<file path="src/rtl/rr_mux_pkg.sv">
// Shared types and helpers for the round-robin mux sequencer.
// The select is 2 bits wide, so the source count is fixed at four.
package rr_mux_pkg;

    localparam int NUM_SRC = 4;
    localparam int SEL_W   = 2;

    typedef enum logic [1:0] {
        IDLE   = 2'd0,
        SELECT = 2'd1,
        HOLD   = 2'd2
    } state_e;

    function automatic logic [NUM_SRC-1:0] idx_to_onehot(input logic [SEL_W-1:0] idx);
        idx_to_onehot      = '0;
        idx_to_onehot[idx] = 1'b1;
    endfunction

endpackage

</file>
<file path="src/rtl/rr_pick4.sv">
// Combinational round-robin picker over four requests.
// The search starts just after i_last_ptr and wraps from 3 to 0.
module rr_pick4
    import rr_mux_pkg::*;
(
    input  logic [NUM_SRC-1:0] i_req,
    input  logic [NUM_SRC-1:0] i_mask,
    input  logic [SEL_W-1:0]   i_last_ptr,
    output logic [SEL_W-1:0]   o_winner,
    output logic               o_any
);

    logic [NUM_SRC-1:0] w_eligible;
    logic [SEL_W-1:0]   w_idx;

    assign w_eligible = i_req & ~i_mask;

    // NOTE: every output gets a default before the loop so no latch is inferred.
    // Scanning from the farthest offset down lets the nearest eligible index win.
    always_comb begin
        o_winner = '0;
        o_any    = 1'b0;
        w_idx    = '0;
        for (int k = NUM_SRC; k >= 1; k--) begin
            w_idx = i_last_ptr + SEL_W'(k);
            if (w_eligible[w_idx]) begin
                o_winner = w_idx;
                o_any    = 1'b1;
            end
        end
    end

endmodule

</file>
<file path="src/rtl/rr_mux_sequencer.sv">
// Request-driven round-robin sequencer in front of a 4:1 mux: drives sel,
// captures mux_x one cycle later and offers it downstream via valid/ready.
module rr_mux_sequencer
    import rr_mux_pkg::*;
#(
    parameter int DATA_W  = 2,
    parameter int NUM_SRC = 4
) (
    input  logic               clk,
    input  logic               rst_n,
    input  logic [NUM_SRC-1:0] req,
    output logic [NUM_SRC-1:0] grant,
    output logic [SEL_W-1:0]   sel,
    input  logic [DATA_W-1:0]  mux_x,
    output logic [DATA_W-1:0]  out_data,
    output logic [SEL_W-1:0]   out_src,
    output logic               out_valid,
    input  logic               out_ready
);

    if (NUM_SRC != 4) begin : g_num_src_check
        $error("rr_mux_sequencer: NUM_SRC must be 4 to match the 2-bit mux select");
    end

    state_e             r_state;
    logic [SEL_W-1:0]   r_sel;
    logic [SEL_W-1:0]   r_last_ptr;
    logic [NUM_SRC-1:0] r_grant;
    logic [DATA_W-1:0]  r_out_data;
    logic [SEL_W-1:0]   r_out_src;
    logic               r_out_valid;

    logic [SEL_W-1:0]   w_winner;
    logic               w_any;

    // A source whose grant is high right now cannot win again in the same cycle.
    rr_pick4 u_pick (
        .i_req      (req),
        .i_mask     (r_grant),
        .i_last_ptr (r_last_ptr),
        .o_winner   (w_winner),
        .o_any      (w_any)
    );

    // NOTE: sequential state uses non-blocking assignments; reset is synchronous.
    always_ff @(posedge clk) begin
        if (!rst_n) begin
            r_state     <= IDLE;
            r_sel       <= '0;
            r_last_ptr  <= SEL_W'(NUM_SRC - 1);
            r_grant     <= '0;
            r_out_data  <= '0;
            r_out_src   <= '0;
            r_out_valid <= 1'b0;
        end else begin
            r_grant <= '0;
            unique case (r_state)
                IDLE: begin
                    if (w_any) begin
                        r_sel   <= w_winner;
                        r_state <= SELECT;
                    end
                end
                SELECT: begin
                    // The mux has had a full cycle to settle on r_sel.
                    r_out_data  <= mux_x;
                    r_out_src   <= r_sel;
                    r_out_valid <= 1'b1;
                    r_grant     <= idx_to_onehot(r_sel);
                    r_last_ptr  <= r_sel;
                    r_state     <= HOLD;
                end
                HOLD: begin
                    if (r_out_valid && out_ready) begin
                        r_out_valid <= 1'b0;
                        if (w_any) begin
                            r_sel   <= w_winner;
                            r_state <= SELECT;
                        end else begin
                            r_state <= IDLE;
                        end
                    end
                end
                default: r_state <= IDLE;
            endcase
        end
    end

    assign grant     = r_grant;
    assign sel       = r_sel;
    assign out_data  = r_out_data;
    assign out_src   = r_out_src;
    assign out_valid = r_out_valid;

endmodule
</file>
<file path="config.mk">
export PLATFORM = sky130hd
export DESIGN_NAME = rr_mux_sequencer
export DESIGN_NICKNAME = d
export VERILOG_FILES = /design/src/rtl/rr_mux_pkg.sv /design/src/rtl/rr_pick4.sv /design/src/rtl/rr_mux_sequencer.sv
export SDC_FILE = /design/constraint.sdc
export NUM_CORES = 1
export LEC_CHECK = 0
export ABC_AREA = 1
export CORE_UTILIZATION = 47
export CTS_BUF_LIST = sky130_fd_sc_hd__clkbuf_8
export CTS_CLUSTER_SIZE = 16
export DETAILED_ROUTE_END_ITERATION = 7
export GPL_ROUTABILITY_DRIVEN = 0
export PLACE_DENSITY = 0.81
export SETUP_SLACK_MARGIN = 0.5
export SLEW_MARGIN = 20
export SYNTH_ARGS = -nofsm -noshare
export SYNTH_HDL_FRONTEND = slang
export SYNTH_SLANG_ARGS = --single-unit
</file>
<file path="constraint.sdc">
create_clock -name clk -period 1.74 [get_ports clk]
set_input_delay 0.261 -clock clk [delete_from_list [all_inputs] [get_ports clk]]
set_output_delay 0.261 -clock clk [all_outputs]
set_load 0.01 [all_outputs]
</file>
---- After elaboration in Yosys (flattened, before gate mapping) ----
Cells that the tools add are included.
W data, S select, Z words.
word-level totals
  input bits .............................. 9
  output and inout bits ................... 11
  word-level logic and storage cells ...... 58
  bits in registers ....................... 15
operators by class
  bitwise gates (word level) .............. 2
  reductions and logical operators ........ 9
  add/sub/neg operators ................... 3
  equality and inequality tests ........... 4
  magnitude comparators ................... 6
  mux-type cells .......................... 27
operators by type and width
  cell                   number
  $mux W2                8
  $lt A2 B3 Y1 const B   5
  $mux W1                11
  $bmux W1 S2            4
  $reduce_and A2 Y1      4
  $pmux W2 S3            1
  $add A2 B2 Y2 const B  2
  $and A4 B4 Y4          1
  $not A4 Y4             1
  $pmux W2 S2            1
  $reduce_bool A2 Y1     2
  $add A2 B1 Y2 const B  1
  $demux W1 S2           1
  $eq A2 B1 Y1 const B   1
  $eq A2 B2 Y1 const B   1
  $ge A2 B1 Y1 const B   1
  $logic_and A1 B1 Y1    2
  $logic_not A2 Y1       1
  $ne A2 B1 Y1 const B   1
  $ne A2 B2 Y1 const B   1
  $pmux W1 S2            1

---- Longest topological paths before layout ----
  depth in word-level cells ............... 11
  depth in mapped cells ................... 12
  mapped depth without buffers ............ 12

---- Modules after synthesis ----
A second synthesis with hierarchy kept.
unflattened totals
  cell total of the unflattened synthesis .. 107
  area, all modules ....................... 742.0 µm²
modules (own cells, without submodules)
  module            seq. area each (µm²)  instances  area an instance (µm²)  cells an instance
  rr_mux_sequencer  300.3                 1          536.8                   61
  rr_pick4          0.0                   1          205.2                   46

---- Worst setup path after synthesis ----
No wires, ideal clock.
  kind .................................... reg-to-reg
  start ................................... register r_last_ptr[0]
  end ..................................... register r_sel[0], in the netlist sel[0]
  data arrival time ....................... 1.122 ns
  path slack .............................. 0.509 ns
  required time ........................... 1.631 ns
  path buffers ............................ 0
  library setup time ...................... 0.109 ns
  stages on the path, launching flop included .. 12
  clock period less this slack ............ 1.231 ns
  cells stage by stage .................... dfxtp_1 inv_2 nand3_1 nand2_2 nor2_1 nand2_1 nand2_2 inv_2 nor2_1 nor2_1 nand2_1 inv_1
on the way
  longest elaborated chain between the ends .. 9
  elaborated cells between the ends (all ways) .. 22
  classes of those cells .................. add/sub (3); mux (19)
ends and longest elaborated chain
  element                                                          line                                            text
  from (decl)                                                      rr_mux_sequencer.sv:27                          logic [SEL_W-1:0] r_last_ptr;
  from (signal assigned)                                           rr_mux_sequencer.sv:50                          r_last_ptr <= SEL_W'(NUM_SRC - 1);
  from (signal assigned)                                           rr_mux_sequencer.sv:70                          r_last_ptr <= r_sel;
  $add A2 B2 Y2 / $bmux W1 S2 (equally long branches)              rr_pick4.sv:25, rr_pick4.sv:26
  $bmux W1 S2 / $mux W1 (equally long branches)                    rr_pick4.sv:26                                  if (w_eligible[w_idx]) begin
  $mux W1 (implied by the code) / $mux W2 (equally long branches)  rr_pick4.sv:26
  $mux W2 / $mux W1 (equally long branches) (3 in a row)           rr_pick4.sv:26
  $mux W2 (*)                                                      rr_mux_sequencer.sv:59, rr_mux_sequencer.sv:76
  $mux W2                                                          rr_mux_sequencer.sv:74                          if (r_out_valid && out_ready) begin
  $pmux W2 S2 (*)                                                  rr_mux_sequencer.sv:57                          unique case (r_state)
  to (signal assigned)                                             rr_mux_sequencer.sv:60                          r_sel <= w_winner;
  to (signal assigned)                                             rr_mux_sequencer.sv:77                          r_sel <= w_winner;
  to (decl)                                                        rr_mux_sequencer.sv:26                          logic [SEL_W-1:0] r_sel;
Every way passes the cells marked *; elsewhere a longest branch is shown, timed or not. The select of a mux whose other input is x is not followed.
A chain may end at the register's enable or synchronous reset.

---- Worst setup path after layout ----
  start ................................... register r_last_ptr[0]
  end ..................................... register r_sel[1], in the netlist sel[1]
The elaborated chain is that of the path after synthesis.

==> run summary <==
The first global-routing pass estimated 2350 µm of wire. The worst ir drop on vdd came out at 0.620 mV. The number of nets produced by synthesis is about 110.

The worst setup path is of the reg2reg kind. The post-layout net count came out at 133. The fraction of registers with async set or reset after synthesis is 0%. The die area came out at roughly 1600 µm². After synthesis, the cell types taking the most area are dfxtp_1, nand2_1, nand3_1, inv_1, nor2_1. The via count of the first global-routing pass came out at 564. The sink count of the clock tree is 15.

The count of flip-flops with a built-in enable after synthesis came out at 0. The vertical die dimension came out at about 40 µm. The cell sitting at the root of the clock tree is a clkbuf_8.

The class of the tightest hold or removal check is reg2reg. The global-route usage over all layers is between 20% and 30%. The number of antenna-violating nets in the routed design came out at 0. The flow ran to the end, and the final reports show no timing, DRC or antenna violations.

The routed design could run at a clock period as short as 1.33 ns. The detailed-routing iteration count for the pre-antenna-repair pass is 4. The synthesis warning total came out at 0. Summing every instance area after synthesis gives approximately 680 µm².

The clock share of power came out at 23.7%. The cell with the most instances after synthesis is nand2_1. The portion of the clock cycle consumed by the worst path in the final layout came out at roughly 76%. The clock transition at the registers of the reported paths came out at approximately 0.060 ns.

Synthesis inferred 15 register bits. The pin slew with the least headroom to its limit is 0.322 ns. Each instance of the synthesized netlist takes up on average 7.06 µm².

The total of endpoints with negative setup slack in the final report is 0. On the final layout, the worst clock skew is about 0.0026 ns. The aggregate negative setup slack is 0 ns. In the synthesized netlist the dominant register cell turns out to be dfxtp_1.

The number of I/O pins is 20. The repair_antennas step left the layout with diodes totalling 0. The vias per cell is 5.36. The worst hold slack after final layout is between 0.4 and 0.5 ns. The growth of design area from synthesis to finish is 45.2%.

The maximum fanout count along the critical path came out at 6. The buffer depth of the longest clock path came out at 2. Of the total power, combinational logic draws 36.8%.

The commonest cells after synthesis are nand2_1, dfxtp_1, inv_1, nand3_1, nor2_1. The latest clock arrival within the worst-skew pair is 0.25 ns. For this design, the CTS-stage hold fixing added 0 buffers. The highest attainable clock frequency came out at 0.753 GHz.

The number of clock buffers inserted by TritonCTS is 3. The horizontal die dimension is 40.2 µm. The DRC violation count after routing is 0.

The register-to-register setup slack came out at 0.41 ns. The utilization after layout came out at 74.5%. Power spread over the standard cell area amounts to 1240 nW/µm². The site row count is 13. The required arrival time at the worst endpoint is roughly 1.9 ns. The via total after detailed routing came out at 740. After detailed routing, the average wire length per cell comes to between 10 and 15 µm.

The post-detailed-placement half-perimeter wirelength came out at 1090 µm. The effective utilization at floorplan is 51.3%. The total of max-cap violations is 0. The synthesized instance count came out at 97. For this block, the routed nets add up to 1790 µm of wire.

The violation count after the first detailed-route iteration is 15. STA classifies the critical path startpoint as a flop. The CTS tree is done.

The share of the synthesized area in the top cell type is 43.9%. The maximum number of pins on one net before global-route repair came out at 11. The worst setup path is captured at a flop.

The number of antenna violations at the first check in global routing came out at 0. The number of unique standard cell types used by synthesis is 16. Setup repair after global routing could not meet its margin everywhere. The number of max-slew violations in the final report came out at 0. The final hold violation count came out at 0. The leakage component of the power came out at 0.472 nW.

The post-synthesis sequential area ratio came out at 43.9%. The total internal power is around 0.76 mW. The reported net switching power came out at 0.469 mW.

The core footprint is about 1300 µm². Summed over all instances, the cell type with the most area after synthesis is dfxtp_1. The maximum level of the CTS H-tree is 1. In this run, flip-flops and latches consume 39.5% of the power. In this run the tightest slew margin relative to its limit is about four fifths.

The share of post-route cells with drive strength above 1 is 22.0%. The arrival time at the worst endpoint came out at 1.47 ns. Global routing finished with a remaining overflow of 0. The number of port buffers came out at 19.

Net switching is roughly two fifths of the power.
[registers in the layout, summed over array words and instances (netlist names)]
signal,count
r_state,2
out_data,2
sel,2
grant,4
out_src,2
r_last_ptr,2
out_valid,1
[path summary, 6_finish.rpt]
check,startpoint,end,cells after the start
max,r_last_ptr[0],sel[1],9
min,out_src[0],out_src[0],2
max reg2reg,r_last_ptr[0],sel[1],9
min reg2reg,out_src[0],out_src[0],2
[placed cells by master (no fill, tap or decap), drive strengths merged]
master / n
o211ai: 2
clkinvlp: 1
buf: 3
o21ai: 4
dlygate4sd2: 12
clkbuf: 3
dfxtp: 15
nor3: 4
inv: 15
a211oi: 1
a21oi: 5
clkdlybuf4s50: 7
xor2: 1
a31oi: 1
nand2: 25
nand3: 13
nor2: 11
[power by group through the flow]
stage | clock network (mW) | logic, mW | registers [mW]
6_report | 0.291 | 0.454 | 0.486
3_5_place_dp | 0 | 0.420 | 0.472
3_3_place_gp | 0 | 0.413 | 0.471
2_1_floorplan | 0 | 0.254 | 0.480
5_1_grt | 0.316 | 0.499 | 0.494
4_1_cts | 0.296 | 0.410 | 0.475
[worst max-delay path, stage by stage (launching register included)]
cell	delay, ns
dfxtp_4	0.42
inv_6	0.06
nand3_2	0.06
nand2_2	0.09
nor2_2	0.15
nand2_1	0.08
nand2_2	0.09
inv_2	0.05
o21ai_0	0.15
a21oi_1	0.06
[kinds of logic after synthesis]
| group | after synthesis | synth area share, % |
|---|---|---|
| AO/OA/AOI/OAI | 13 | 10.8 |
| XOR/XNOR | 1 | 2.38 |
| buffers and inverters | 15 | 8.23 |
| flip-flops | 15 | 43.9 |
| AND/OR/NAND/NOR | 53 | 34.7 |
[per-layer routing]
layer	share of wire, %	up-vias	wire length, µm	track usage [%]
met5	0	-	0	0
met4	3.7	0	66	12.1
met3	7.1	11	127	8.33
met2	48	43	857	37.5
met1	41	323	736	26.4
li1	-	363	-	-
[repair_timing]
action / 4_1_cts / 5_1_grt
pin swaps: 5 / 4
setup endpoints to repair: 16 / 3
setup buffers: 1 / 2
gates resized for setup: 21 / 5
[area by class of cell]
cell class,count,area (µm²)
clock buffers,3,41.3
inverters,15,61.3
multi-input cells,67,359
repair buffers,22,198
well taps,15,18.8
clock inverters,1,7.51
flip-flops and latches,15,308
fillers,120,340
[stage by stage]
stage	total power [mW]	cells	area, µm²	worst slack, ns
after CTS	1.18	136	955	0.487
after floorplan	0.734	97	684	0.509
after global placement	0.884	131	893	0.223
final	1.23	138	993	0.411
after global routing	1.31	138	993	0.329
after detailed placement	0.892	131	893	0.197
Note: power is estimated with default switching activity, not from simulation.
